File: src/rtl/imem_fetch_ctrl.sv
// imem_fetch_ctrl: fetch-stage sequencer for the instruction memory.
// In LOAD it streams loader words into the memory write port; in RUN it owns
// the PC, presents it to the memory and captures the returned word into the
// IF/ID register, honouring stall and branch redirect.
//
//   state  | meaning
//   -------+--------------------------------------------------------------
//   S_LOAD | boot-load: accept loader words, IF/ID held cleared, pc=RESET_PC
//   S_RUN  | fetch: advance/stall/redirect the PC, fill IF/ID each edge
module imem_fetch_ctrl #(
  parameter int unsigned ADDR_W   = 5,
  parameter logic [31:0] RESET_PC = 32'h0000_0000,
  parameter logic [31:0] NOP      = 32'h0000_0013
) (
  input  logic              clk,
  input  logic              reset,
  input  logic              load_en,
  input  logic              load_valid,
  input  logic [31:0]       load_data,
  output logic              load_ready,
  output logic [ADDR_W:0]   load_count,
  output logic              imem_we,
  output logic [ADDR_W-1:0] imem_waddr,
  output logic [31:0]       imem_wdata,
  output logic [31:0]       pc_out,
  input  logic [31:0]       instr_in,
  input  logic              stall,
  input  logic              redirect_valid,
  input  logic [31:0]       redirect_pc,
  output logic [31:0]       if_pc,
  output logic [31:0]       if_instr,
  output logic              if_valid
);

  typedef enum logic {
    S_LOAD = 1'b0,
    S_RUN  = 1'b1
  } state_t;

  // Memory depth expressed in the counter's own width (count reaches DEPTH).
  localparam logic [ADDR_W:0] DEPTH = {1'b1, {ADDR_W{1'b0}}};

  state_t            state_q, state_d;
  logic [ADDR_W:0]   count_q, count_d;
  logic [31:0]       pc_q, pc_d;
  logic [31:0]       if_pc_q, if_pc_d;
  logic [31:0]       if_instr_q, if_instr_d;
  logic              if_valid_q, if_valid_d;
  logic              xfer;

  // State register; an asserted reset forces LOAD.
  always_ff @(posedge clk) begin
    if (!reset) begin
      state_q <= S_LOAD;
    end else begin
      state_q <= state_d;
    end
  end

  // Next-state logic: load_en level selects the mode for the next cycle.
  always_comb begin
    state_d = state_q;
    case (state_q)
      S_LOAD: if (!load_en) state_d = S_RUN;
      S_RUN:  if (load_en)  state_d = S_LOAD;
      default: state_d = S_LOAD;
    endcase
  end

  // Output logic: loader handshake and memory write port, gated off in reset.
  always_comb begin
    load_ready = 1'b0;
    if (reset && (state_q == S_LOAD) && (count_q < DEPTH)) begin
      load_ready = 1'b1;
    end
    xfer       = load_ready && load_valid;
    imem_we    = xfer;
    imem_waddr = count_q[ADDR_W-1:0];
    imem_wdata = load_data;
  end

  // Datapath next values: load counter, PC and IF/ID register.
  always_comb begin
    count_d    = count_q;
    pc_d       = pc_q;
    if_pc_d    = if_pc_q;
    if_instr_d = if_instr_q;
    if_valid_d = if_valid_q;
    case (state_q)
      S_LOAD: begin
        if (xfer) begin
          count_d = count_q + 1'b1;
        end
        // A word accepted on the exit cycle still counts; PC and IF/ID are
        // re-initialised so RUN starts cleanly from RESET_PC.
        if (!load_en) begin
          pc_d       = RESET_PC;
          if_pc_d    = 32'h0;
          if_instr_d = NOP;
          if_valid_d = 1'b0;
        end
      end
      S_RUN: begin
        if (load_en) begin
          // Mode change wins over any concurrent stall or redirect.
          count_d    = '0;
          pc_d       = RESET_PC;
          if_pc_d    = 32'h0;
          if_instr_d = NOP;
          if_valid_d = 1'b0;
        end else if (redirect_valid) begin
          // Redirect overrides stall; the in-flight fetch becomes a bubble.
          pc_d       = {redirect_pc[31:2], 2'b00};
          if_pc_d    = pc_q;
          if_instr_d = NOP;
          if_valid_d = 1'b0;
        end else if (!stall) begin
          pc_d       = pc_q + 32'd4;
          if_pc_d    = pc_q;
          if_instr_d = instr_in;
          if_valid_d = 1'b1;
        end
      end
      default: begin
        count_d = count_q;
      end
    endcase
  end

  // Datapath registers with synchronous reset to the boot values.
  always_ff @(posedge clk) begin
    if (!reset) begin
      count_q    <= '0;
      pc_q       <= RESET_PC;
      if_pc_q    <= 32'h0;
      if_instr_q <= NOP;
      if_valid_q <= 1'b0;
    end else begin
      count_q    <= count_d;
      pc_q       <= pc_d;
      if_pc_q    <= if_pc_d;
      if_instr_q <= if_instr_d;
      if_valid_q <= if_valid_d;
    end
  end

  assign load_count = count_q;
  assign pc_out     = pc_q;
  assign if_pc      = if_pc_q;
  assign if_instr   = if_instr_q;
  assign if_valid   = if_valid_q;

endmodule

File: config.mk
export PLATFORM = sky130hd
export DESIGN_NAME = imem_fetch_ctrl
export DESIGN_NICKNAME = d
export VERILOG_FILES = /design/src/rtl/imem_fetch_ctrl.sv
export SDC_FILE = /design/constraint.sdc
export NUM_CORES = 1
export LEC_CHECK = 0
export BUFFER_PORTS_ARGS = -buffer_cell sky130_fd_sc_hd__buf_4
export CORE_MARGIN = 1
export CORE_UTILIZATION = 40
export DETAILED_ROUTE_END_ITERATION = 10
export GPL_TIMING_DRIVEN = 0
export HOLD_SLACK_MARGIN = 0.08
export PLACE_DENSITY = 0.77
export SETUP_SLACK_MARGIN = 0.3
export SYNTH_ARGS = -nofsm -noshare
export SYNTH_HDL_FRONTEND = slang
export SYNTH_SLANG_ARGS = --single-unit
File: constraint.sdc
create_clock -name clk -period 2.1 [get_ports clk]
set_clock_uncertainty 0.2 [all_clocks]
set_input_delay 0.42 -clock clk [delete_from_list [all_inputs] [get_ports clk]]
set_output_delay 0.42 -clock clk [all_outputs]
set_load 0.05 [all_outputs]
==> out/qor.yml, run 1 <==
status:
  status: "complete, but fails checks"
  violations: "setup timing"
grt:
  grt_overflow: 0
  grt_pass1_vias: 5338
  antenna_found_initial: 0
  globalRouteTotalUtil_pct: 26.6
  grt_start_max_net_pins: 18
  grt_pass1_wl_mm: 26.7
floorplanning:
  core_area_sq_mm: 0.0117
  fp-row-count: 39
  dieArea_sq_mm: 0.0126
  die_y_um: 112
  start_util_pct: 41.9
  die_x_um: 112
  ioPinCount: 244
synth:
  synthCells: 573
  avgSynthCellArea_sq_um: 8.52
  synth-async-reset-ratio_pct: 0
  ys.flop_type: "dfxtp_1"
  synthDistinctLibCells: 59
  ys_ff_latch: 101
  synth-edff-count: 0
  ys_warn_count: 0
  yosysSeqAreaShare_pct: 41.4
  syn_area_sq_mm: 0.00488
detailed_routing:
  firstDrtPassIters: 6
  wirelength_mm: 17.8
  viasPerCell: 5.82
  num_vias: 5651
  route.detailed.drc: 0
  antenna_left: 0
  routedWlPerCell_um: 18.3
  drtIter0Drc: 585
cts:
  clk_pin_slew_ps: 70
  clk_latency_ps: 350
  numCtsBuffers: 9
  htreeDepth: 3
  clockRootBuffer: "clkbuf_16"
  cts_tree: "yes"
  cts_buffer_depth: 2
  clock-sinks: 101
place:
  port_buffers: 206
  dp_slack_ps: -566
  detailed_place_hpwl_mm: 12.2
  dp.cells: 923
  routabilityCongestion: 0.916
critical_path:
  cp_cell_sequence: "buf_8, nand4_1, or4_4, buf_6, o21a_1, o311a_1"
  critPathRequiredTime_ps: 2130
  critPathSlowestCell: "or4_4"
  max_stage_delay_ps: 640
  worstPathArrival_ps: 2250
  critical_path_class: "flip-flop to flip-flop"
  cp-start-kind: "flip-flop"
  crit_fanout: 5
  cp-end-kind: "flip-flop"
hold_path:
  hp-class: "input pin to flip-flop"
sta:
  finalCriticalPeriod_ps: 2210
  timing.fmax_ghz: 0.452
  tightest_slew_ps: 666
  layout_setup_ws_ps: -112
  setup_viol: 13
  rsz0062_at_grt: "true"
  finalCritPeriodShare_pct: 105
  slew_headroom_pct: 55.6
  finalMaxSlewViolations: 0
  hold_violations: 0
final_layout:
  insertedDiodeCount: 0
  final_cell_mix: "buf_4, dfxtp_1, nor2_1"
  area_delta_synth_final_pct: 57.3
  layout_commonest_cell: "buf_4"
  drive_gt1_share_pct: 47.1
  num-nets-final: 927
  final_cells: 971
pwr:
  p_leak_uw: 0.00329
  power.density_mw_per_mm2: 574
  irDropWorstVdd_mv: 0.499
job:
  cap_violations: 0
layer usage:
metal	GRT usage (%)	vias up	part of all wire, %	routed length [um]
li1	-	2587	-	-
met1	31.7	2699	39	6940
met2	44.6	321	49	8690
met3	7.24	44	9.4	1670
met4	12.4	0	2.7	476
met5	0	-	0	0
power breakdown:
group	switching [uW]	internal, uW
clock network	766	967
registers	21.3	1920
logic	442	295
total	1230	3180
kinds of logic (layout without fill, tap and decap cells):
logic type,count (synthesis),after routing,synth area share [%]
AO/OA/AOI/OAI,160,160,23.7
XOR/XNOR,4,4,0.718
adder cells (fa/ha/maj),2,2,0.513
buffers and inverters,92,346,10.4
flip-flops,101,101,41.4
multiplexers,3,3,0.615
other,1,2,0.0768
AND/OR/NAND/NOR,210,210,22.6
layout make-up:
cell class	count	area [sq um]
clock buffer	10	239
clock inverter	6	67.6
sequential	101	2080
multi-input combinational	381	2600
fill	955	3980
inverter	4	18.8
buffer	88	657
tap	143	179
timing repair buffer	238	1830
metrics by stage:
| step | hold WS (ps) | area [sq um] | total power [uW] | utilization, % | setup TNS, ps |
|---|---|---|---|---|---|
| detailed placement | 274 | 6780 | 2660 | 58.1 | -26800 |
| floorplan | 359 | 5050 | 2400 | - | -1160 |
| finish | 92.9 | 7680 | 4410 | 65.8 | -767 |
| CTS | 85.7 | 7360 | 4380 | 63.1 | -335 |
| global placement | 262 | 6780 | 2650 | 58.1 | -24200 |
| global route | 85.5 | 7680 | 4540 | 65.8 | -1410 |
cell usage after synthesis (all sizes together), types with 6 or more instances:
cell type    n  area, sq um
nand2       30          113
dfxtp      101         2020
nor2b        9         56.3
clkbuf      43          163
nand3       10         50.1
and2         8         50.1
nand4       12         90.1
o21ai       16         80.1
nand2b       6         37.5
o211ai       6         45.0
or4         13          101
or3          9         56.3
nor2        75          282
a22o         6         52.6
and3         6         37.5
buf         45          329
o311ai       6         52.6
a22oi       70          526
nor3        13         65.1
a21oi       18         90.1
state kept, by name, indices dropped and copies added (netlist names):
register / flops
if_instr: 32
pc_out: 30
if_valid: 1
if_pc: 31
state_q: 1
load_count: 6
what timing repair did:
action / CTS / global route
hold endpoints to repair: 0 / 0
buffers inserted: 16 / 13
pin swaps: 11 / 21
hold buffers: 0 / 0
endpoints found under the setup margin: 95 / 93
cloned: 3 / 0
resized for setup: 45 / 88
path summary, 6_finish.rpt:
| check | start | endpoint | slack, ps | cells after the start |
|---|---|---|---|---|
| max | pc_out[11] | pc_out[23] | -110 | 6 |
| min reg2reg | if_pc[8] | if_pc[8] | 300 | 2 |
| max reg2reg | pc_out[11] | pc_out[23] | -110 | 6 |
| min | load_en | state_q | 90 | 2 |
critical path, delay by kind of cell (launching register included):
family / cells / cell delay (ps)
AOI/OAI and AO/OA: 2 / 430
and+or+nand+nor: 2 / 840
buffers and inverters: 2 / 260
DFF: 1 / 360
Note: power is estimated with default switching activity, not from simulation.
==> inputs of run 2 (changes only) <==
--- a/config.mk
+++ b/config.mk
@@ -5,6 +5,7 @@
 export SDC_FILE = /design/constraint.sdc
 export NUM_CORES = 1
 export LEC_CHECK = 0
+export ABC_AREA = 1
 export BUFFER_PORTS_ARGS = -buffer_cell sky130_fd_sc_hd__buf_4
 export CORE_MARGIN = 1
 export CORE_UTILIZATION = 40
==> run 2 against run 1 <==
The flow now finishes without violations. Register-to-register slack better by 490 ps. Core utilization shrank 3.2 points. Final cell count rose by 21%. Flip-flop and latch count is the same. Highest routed layer unchanged.
==> out/qor.yml, run 2 <==
synth:
  synth_top_family_by_area: "simple AND/OR/NAND/NOR gates"
  syn_area_sq_mm: 0.00501  # +2.6%
  ys_warn_count: 0  # unchanged
  avgSynthCellArea_sq_um: 6.56  # -23%
  synth_xor_area_share_pct: 1.22  # +0.51 points
  synth-edff-count: 0  # unchanged
  post-synth-top-count-cell: "nand2_1"
  yosys-top-cells-count: "nand2_1, nor2_1, dfxtp_1"
  synth_top_area_share_pct: 40.4  # -1.0 points
  synth.area.mux_share_pct: 0  # -0.62 points
  yosys.area_share.simple_pct: 33.0  # +10 points
  synthCells: 763  # +33%
  yosysSeqAreaShare_pct: 40.4  # -1.0 points
  ys_ff_latch: 101  # unchanged
  ys.flop_type: "dfxtp_1"
  synthDistinctLibCells: 27  # -54%
  synth-async-reset-ratio_pct: 0  # unchanged
  yosysTopAreaCell: "dfxtp_1"
  synth_compound_area_share_pct: 12.5  # -11 points
  synth_area_leaders: "dfxtp_1, nand2_1, a21oi_1"
  synthAdderAreaFrac_pct: 0.500  # -0.013 points
sta:
  rsz0062_at_grt: "true"
  finalMaxSlewViolations: 0  # unchanged
  finalCriticalPeriod_ps: 1810  # -403 ps
  finalCritPeriodShare_pct: 86.2  # -19 points
  layout_setup_ws_ps: 291  # +403 ps
  tightest_slew_ps: 522  # -144 ps
  tns_ps: 0  # +767 ps
  whs_ps: 88.7  # -4.23 ps
  timing.fmax_ghz: 0.553  # +22%
  setup_viol: 0  # -13
  hold_violations: 0  # unchanged
  slew_headroom_pct: 65.2  # +9.6 points
cts:
  htreeDepth: 3  # unchanged
  clockRootBuffer: "clkbuf_16"
  cts_tree: "yes"
  clk_pin_slew_ps: 70  # about the same
  cts_buffer_depth: 2  # unchanged
  clock-sinks: 101  # unchanged
  numCtsBuffers: 9  # unchanged
  clk_latency_ps: 360  # about the same
final_layout:
  largest_register_ffs: 32  # unchanged
  final_cell_mix: "buf_4, nand2_1, a21oi_1"
  fillers: 1145  # +20%
  final_cells: 1171  # +21%
  layout_commonest_cell: "buf_4"
  area_delta_synth_final_pct: 51.4
  seqCellArea_sq_mm: 0.00208  # -0.30%
  insertedDiodeCount: 0  # unchanged
  num-nets-final: 1103  # +19%
  drive_gt1_share_pct: 36.9  # -10 points
  multi_input_area_sq_mm: 0.00257  # -1.4%
floorplanning:
  ioPinCount: 244  # unchanged
  fp-row-count: 40  # +2.6%
  start_util_pct: 41.3  # -0.51 points
  die_x_um: 114  # +1.3%
  core_area_sq_mm: 0.0121  # +3.9%
  die_y_um: 114  # +1.3%
  dieArea_sq_mm: 0.0130  # +2.5%
pwr:
  p_sw_share_pct: 28.5  # +0.59 points
  p_total_uw: 4450  # +0.98%
  pwr-share-seq_pct: 44.0  # about the same
  p_switching_uw: 1270  # +3.1%
  clock_power_share_pct: 38.9  # -0.4 points
  p_leak_uw: 0.00319  # -3.1%
  p_comb_share_pct: 17.0  # +0.3 points
  power.density_mw_per_mm2: 587  # +2.3%
  p_int_uw: 3180  # +0.15%
  irDropWorstVdd_mv: 0.572  # +15%
critical_path:
  critical_path_class: "input pin to primary output"
  cp-end-kind: "primary output"
  critPathRequiredTime_ps: 1480  # -650 ps
  cp-start-kind: "input pin"
  worstPathArrival_ps: 1190  # -1060 ps
  crit_fanout: 5  # unchanged
place:
  dp.cells: 1138  # +23%
  routabilityCongestion: 0.928  # +1.3%
  detailed_place_hpwl_mm: 11.4  # -6.1%
  port_buffers: 206  # unchanged
  dp_slack_ps: 9.01  # +575 ps
grt:
  antenna_found_initial: 0  # unchanged
  grt_overflow: 0  # unchanged
  grt_pass1_wl_mm: 24.1  # -9.9%
  grt_start_max_net_pins: 19  # +1
  grt_pass1_vias: 5028  # -5.8%
  globalRouteTotalUtil_pct: 23.4  # -3.2 points
detailed_routing:
  firstDrtPassIters: 5  # -1
  num_vias: 5628  # -0.41%
  route.detailed.drc: 0  # unchanged
  viasPerCell: 4.81  # -17%
  routedWlPerCell_um: 13.2  # -28%
  antenna_left: 0  # unchanged
  drtIter0Drc: 311  # -47%
  wirelength_mm: 15.5  # -13%
job:
  cap_violations: 0  # unchanged
status:
  status: "complete, no violations"
hold_path:
  hp-class: "input pin to flip-flop"
run 2: changes by cell type in the layout (fill, tap and decap cells not counted), sizes merged, moves of 10 or more:
cell,delta
a22oi,-70
nand4,-12
inv,+38
nor2,+33
nor3,-10
clkbuf,-14
a21oi,+77
nand3,+30
or4,-13
buf,-18
nand2,+234
run 2: final timing paths:
path | from | to | slack (ps) | cells after the start
setup / recovery | reset | load_ready | 290 | 6
setup reg to reg | pc_out[3] | pc_out[14] | 380 | 8
hold / removal | instr_in[0] | if_instr[0] | 90 | 3
hold reg to reg | if_pc[24] | if_pc[24] | 260 | 2
run 2: what timing repair did:
action,in CTS,in global routing
setup endpoints to repair,80,94
resized for setup,21,76
hold buffers,3,0
cloned,0,1
pin swaps,3,8
hold endpoints to repair,4,0
setup buffers,1,13
run 2: layout make-up:
type                            count  area share, %
Buffer                             74           7.36
Clock buffer                        9           2.97
Clock inverter                      6           1.01
Inverter                           39           2.00
Multi-Input combinational cell    550           33.9
Sequential cell                   101           27.4
Tap cell                          168           2.77
Timing Repair Buffer              224           22.6
run 2: power by group through the flow:
stage	Clock [uW]	Combinational (uW)	Sequential, uW
after floorplan	0	376	2070
after global placement	0	688	2010
after detailed placement	0	693	2010
after CTS	1760	712	1970
after global routing	1840	805	1960
final	1730	757	1960
run 2: cell families (layout without fill, tap and decap cells):
logic type,Yosys count,after routing
AOI/OAI and AO/OA,119,119
xor gates and xnor gates,7,7
adders and majority gates,2,2
buffers and inverters,113,352
DFF,101,101
other,1,2
and+or+nand+nor,420,420
run 2: stage by stage:
| step | area [sq um] | utilization (%) |
|---|---|---|
| floorplan | 5060 | - |
| global placement | 6820 | 56.3 |
| detailed placement | 6820 | 56.3 |
| CTS | 7240 | 59.8 |
| global route | 7580 | 62.6 |
| finish | 7580 | 62.6 |
run 2: per-layer routing:
layer  wire, um  track usage (%)  up-vias
met5          0                0        -
met4        327             8.66        0
met3       1380             8.08       30
met2       7450             38.7      205
met1       6340             28.2     2546
li1           -                -     2847
run 2: critical path: stages:
cell and delay, ps:
buf_12 90, inv_6 40, clkbuf_16 140, clkbuf_16 150
nor3_4 170, buf_6 180
==> inputs of run 3 (changes only) <==
--- a/config.mk
+++ b/config.mk
@@ -12,7 +12,7 @@
 export DETAILED_ROUTE_END_ITERATION = 10
 export GPL_TIMING_DRIVEN = 0
 export HOLD_SLACK_MARGIN = 0.08
-export PLACE_DENSITY = 0.77
+export PLACE_DENSITY = 0.74
 export SETUP_SLACK_MARGIN = 0.3
 export SYNTH_ARGS = -nofsm -noshare
 export SYNTH_HDL_FRONTEND = slang
==> constraint.sdc (replaced) <==
create_clock -name clk -period 2 [get_ports clk]
set_clock_uncertainty 0.2 [all_clocks]
set_input_delay 0.4 -clock clk [delete_from_list [all_inputs] [get_ports clk]]
set_output_delay 0.4 -clock clk [all_outputs]
set_load 0.05 [all_outputs]
==> run 3 against run 2 <==
Wire length is 4.3% higher. Die area stayed put. Sequential share of layout area is 0.58 points lower. Clock power is 6% higher. Final cell count is 0.77% higher. Global-route usage is 1.0 points higher. First-iteration DRC count is 28% lower. Largest power group unchanged.
==> out/qor.yml, run 3 (synthesized netlist as in run 2, its figures left out) <==
status:
  status: "complete, no violations"
detailed_routing:
  route.detailed.drc: 0  # unchanged
  firstDrtPassIters: 4  # -1
  num_vias: 5651  # +0.41%
  wirelength_mm: 16.2  # +4.3%
  viasPerCell: 4.79  # -0.36%
  drtIter0Drc: 225  # -28%
  routedWlPerCell_um: 13.7  # +3.5%
  antenna_left: 0  # unchanged
sta:
  finalCritPeriodShare_pct: 86.5
  whs_ps: 84.5  # -4.16 ps
  setup_viol: 0  # unchanged
  tns_ps: 0  # unchanged
  timing.fmax_ghz: 0.578
  hold_violations: 0  # unchanged
  rsz0062_at_grt: "true"
  finalMaxSlewViolations: 0  # unchanged
  layout_setup_ws_ps: 270  # -20.9 ps
  tightest_slew_ps: 541  # +18.6 ps
  finalCriticalPeriod_ps: 1730
  slew_headroom_pct: 64.0  # -1.2 points
hold_path:
  hp-class: "input pin to flip-flop"
  hold_depth: 3  # unchanged
  min_from: "instr_in[19]"
critical_path:
  cp-end-kind: "primary output"
  max_stage_delay_ps: 370  # +190 ps
  critical_path_class: "flip-flop to primary output"
  critPathSlowestCell: "dfxtp_4"
  cp_cell_sequence: "nor2_4, nand3_2, inv_2, buf_8"
  worstPathArrival_ps: 1130  # -60 ps
  crit_fanout: 4  # -1
  critPathRequiredTime_ps: 1400  # -80 ps
  critPathLaunch: "state_q"
  cp-start-kind: "flip-flop"
  rr_worst_depth: 8  # unchanged
  r2r_start: "pc_out[3]"
place:
  port_buffers: 206  # unchanged
  routabilityCongestion: 0.907  # -2.3%
  dp_slack_ps: -51.1  # -60.1 ps
  dp.cells: 1138  # unchanged
  detailed_place_hpwl_mm: 11.6  # +1.9%
  place_area_sq_mm: 0.00687  # +0.70%
pwr:
  p_switching_uw: 1360  # +7.0%
  irDropWorstVdd_mv: 0.473  # -17%
  p_leak_uw: 0.00328  # +2.9%
  clock_power_share_pct: 39.0  # about the same
  pwr-share-seq_pct: 43.6  # -0.4 points
  p_int_uw: 3360  # +5.6%
  p_comb_share_pct: 17.5  # +0.5 points
  power.density_mw_per_mm2: 602  # +2.6%
  p_sw_share_pct: 28.8  # +0.29 points
grt:
  grt_util_met3_pct: 7.44  # -0.64 points
  grt.busiest_layer: "met2"
  grt_start_max_net_pins: 19  # unchanged
  grt_pass1_vias: 5009  # -0.38%
  grt_pass1_wl_mm: 24.8  # +3.2%
  grtUsageMet1_pct: 30.0  # +1.8 points
  globalRouteTotalUtil_pct: 24.5  # +1.0 points
  met2_usage_pct: 40.9  # +2.2 points
  antenna_found_initial: 0  # unchanged
  grt_overflow: 0  # unchanged
final_layout:
  fillers: 1085  # -5.2%
  final_cells: 1180  # +0.77%
  insertedDiodeCount: 0  # unchanged
  finish.instance_area_sq_mm: 0.00783  # +3.3%
  num-nets-final: 1111  # +0.73%
  area_delta_synth_final_pct: 56.4
  largest_register_ffs: 32  # unchanged
  final_cell_mix: "buf_4, nand2_1, a21oi_1"
  drive_gt1_share_pct: 40.0  # +3.1 points
  layout_commonest_cell: "buf_4"
floorplanning:
  start_util_pct: 41.3  # unchanged
  die_y_um: 114  # unchanged
  die_x_um: 114  # unchanged
  ioPinCount: 244  # unchanged
  dieArea_sq_mm: 0.0130  # unchanged
  core_area_sq_mm: 0.0121  # unchanged
  fp-row-count: 40  # unchanged
cts:
  htreeDepth: 3  # unchanged
  cts_buffer_depth: 2  # unchanged
  clockRootBuffer: "clkbuf_16"
  clock-sinks: 101  # unchanged
  cts_tree: "yes"
  clk_latency_ps: 360  # about the same
  numCtsBuffers: 9  # unchanged
  clk_pin_slew_ps: 80  # about the same
job:
  cap_violations: 0  # unchanged
## run 3: cell count changes in the layout (fill, tap and decap cells not counted), sizes merged
cell         change
buf              +8
dlygate4sd3      +1
clkinv           +1
inv              -1
## run 3: area by class of cell
cell class,instances,area (sq um),share of cell area (%)
tap,168,210,2.68
buffer,74,599,7.65
clock buffer,10,229,2.92
timing repair buffer,232,1810,23.1
multi-input combinational,550,2660,33.9
sequential,101,2100,26.8
inverter,39,154,1.96
clock inverter,6,76.3,0.974
## run 3: final timing paths
path	slack, ps	to
max	270	imem_we
min	80	if_instr[19]
max reg2reg	320	pc_out[16]
min reg2reg	260	if_pc[18]
## run 3: power by group through the flow
stage / Clock [uW] / Combinational, uW / Sequential, uW
3_5_place_dp: 0 / 734 / 2110
6_report: 1840 / 824 / 2060
5_1_grt: 1960 / 873 / 2060
2_1_floorplan: 0 / 397 / 2180
3_3_place_gp: 0 / 729 / 2110
4_1_cts: 1850 / 784 / 2060
## run 3: worst max-delay path, delay by kind of cell, from the launching register on
kind	cells	cell delay [ps]
flops	1	370
simple gates	2	190
buf+inv	2	220
## run 3: metal layers
| metal | vias up | part of all wire, % |
|---|---|---|
| li1 | 2873 | - |
| met1 | 2547 | 41 |
| met2 | 205 | 48 |
| met3 | 26 | 9.0 |
| met4 | 0 | 2.0 |
| met5 | - | 0 |
## run 3: timing repair
item / in CTS / in global routing
hold endpoints to repair: 4 / 0
pin swaps: 7 / 22
setup buffers: 10 / 10
hold buffers: 4 / 0
resized for setup: 44 / 91
cloned: 1 / 1
setup endpoints to repair: 89 / 102
## run 3: per-stage QoR
stage / utilization, % / total power [uW]
finish: 64.7 / 4720
global route: 64.7 / 4890
CTS: 61.6 / 4700
detailed placement: 56.7 / 2840
global placement: 56.7 / 2840
floorplan: - / 2570
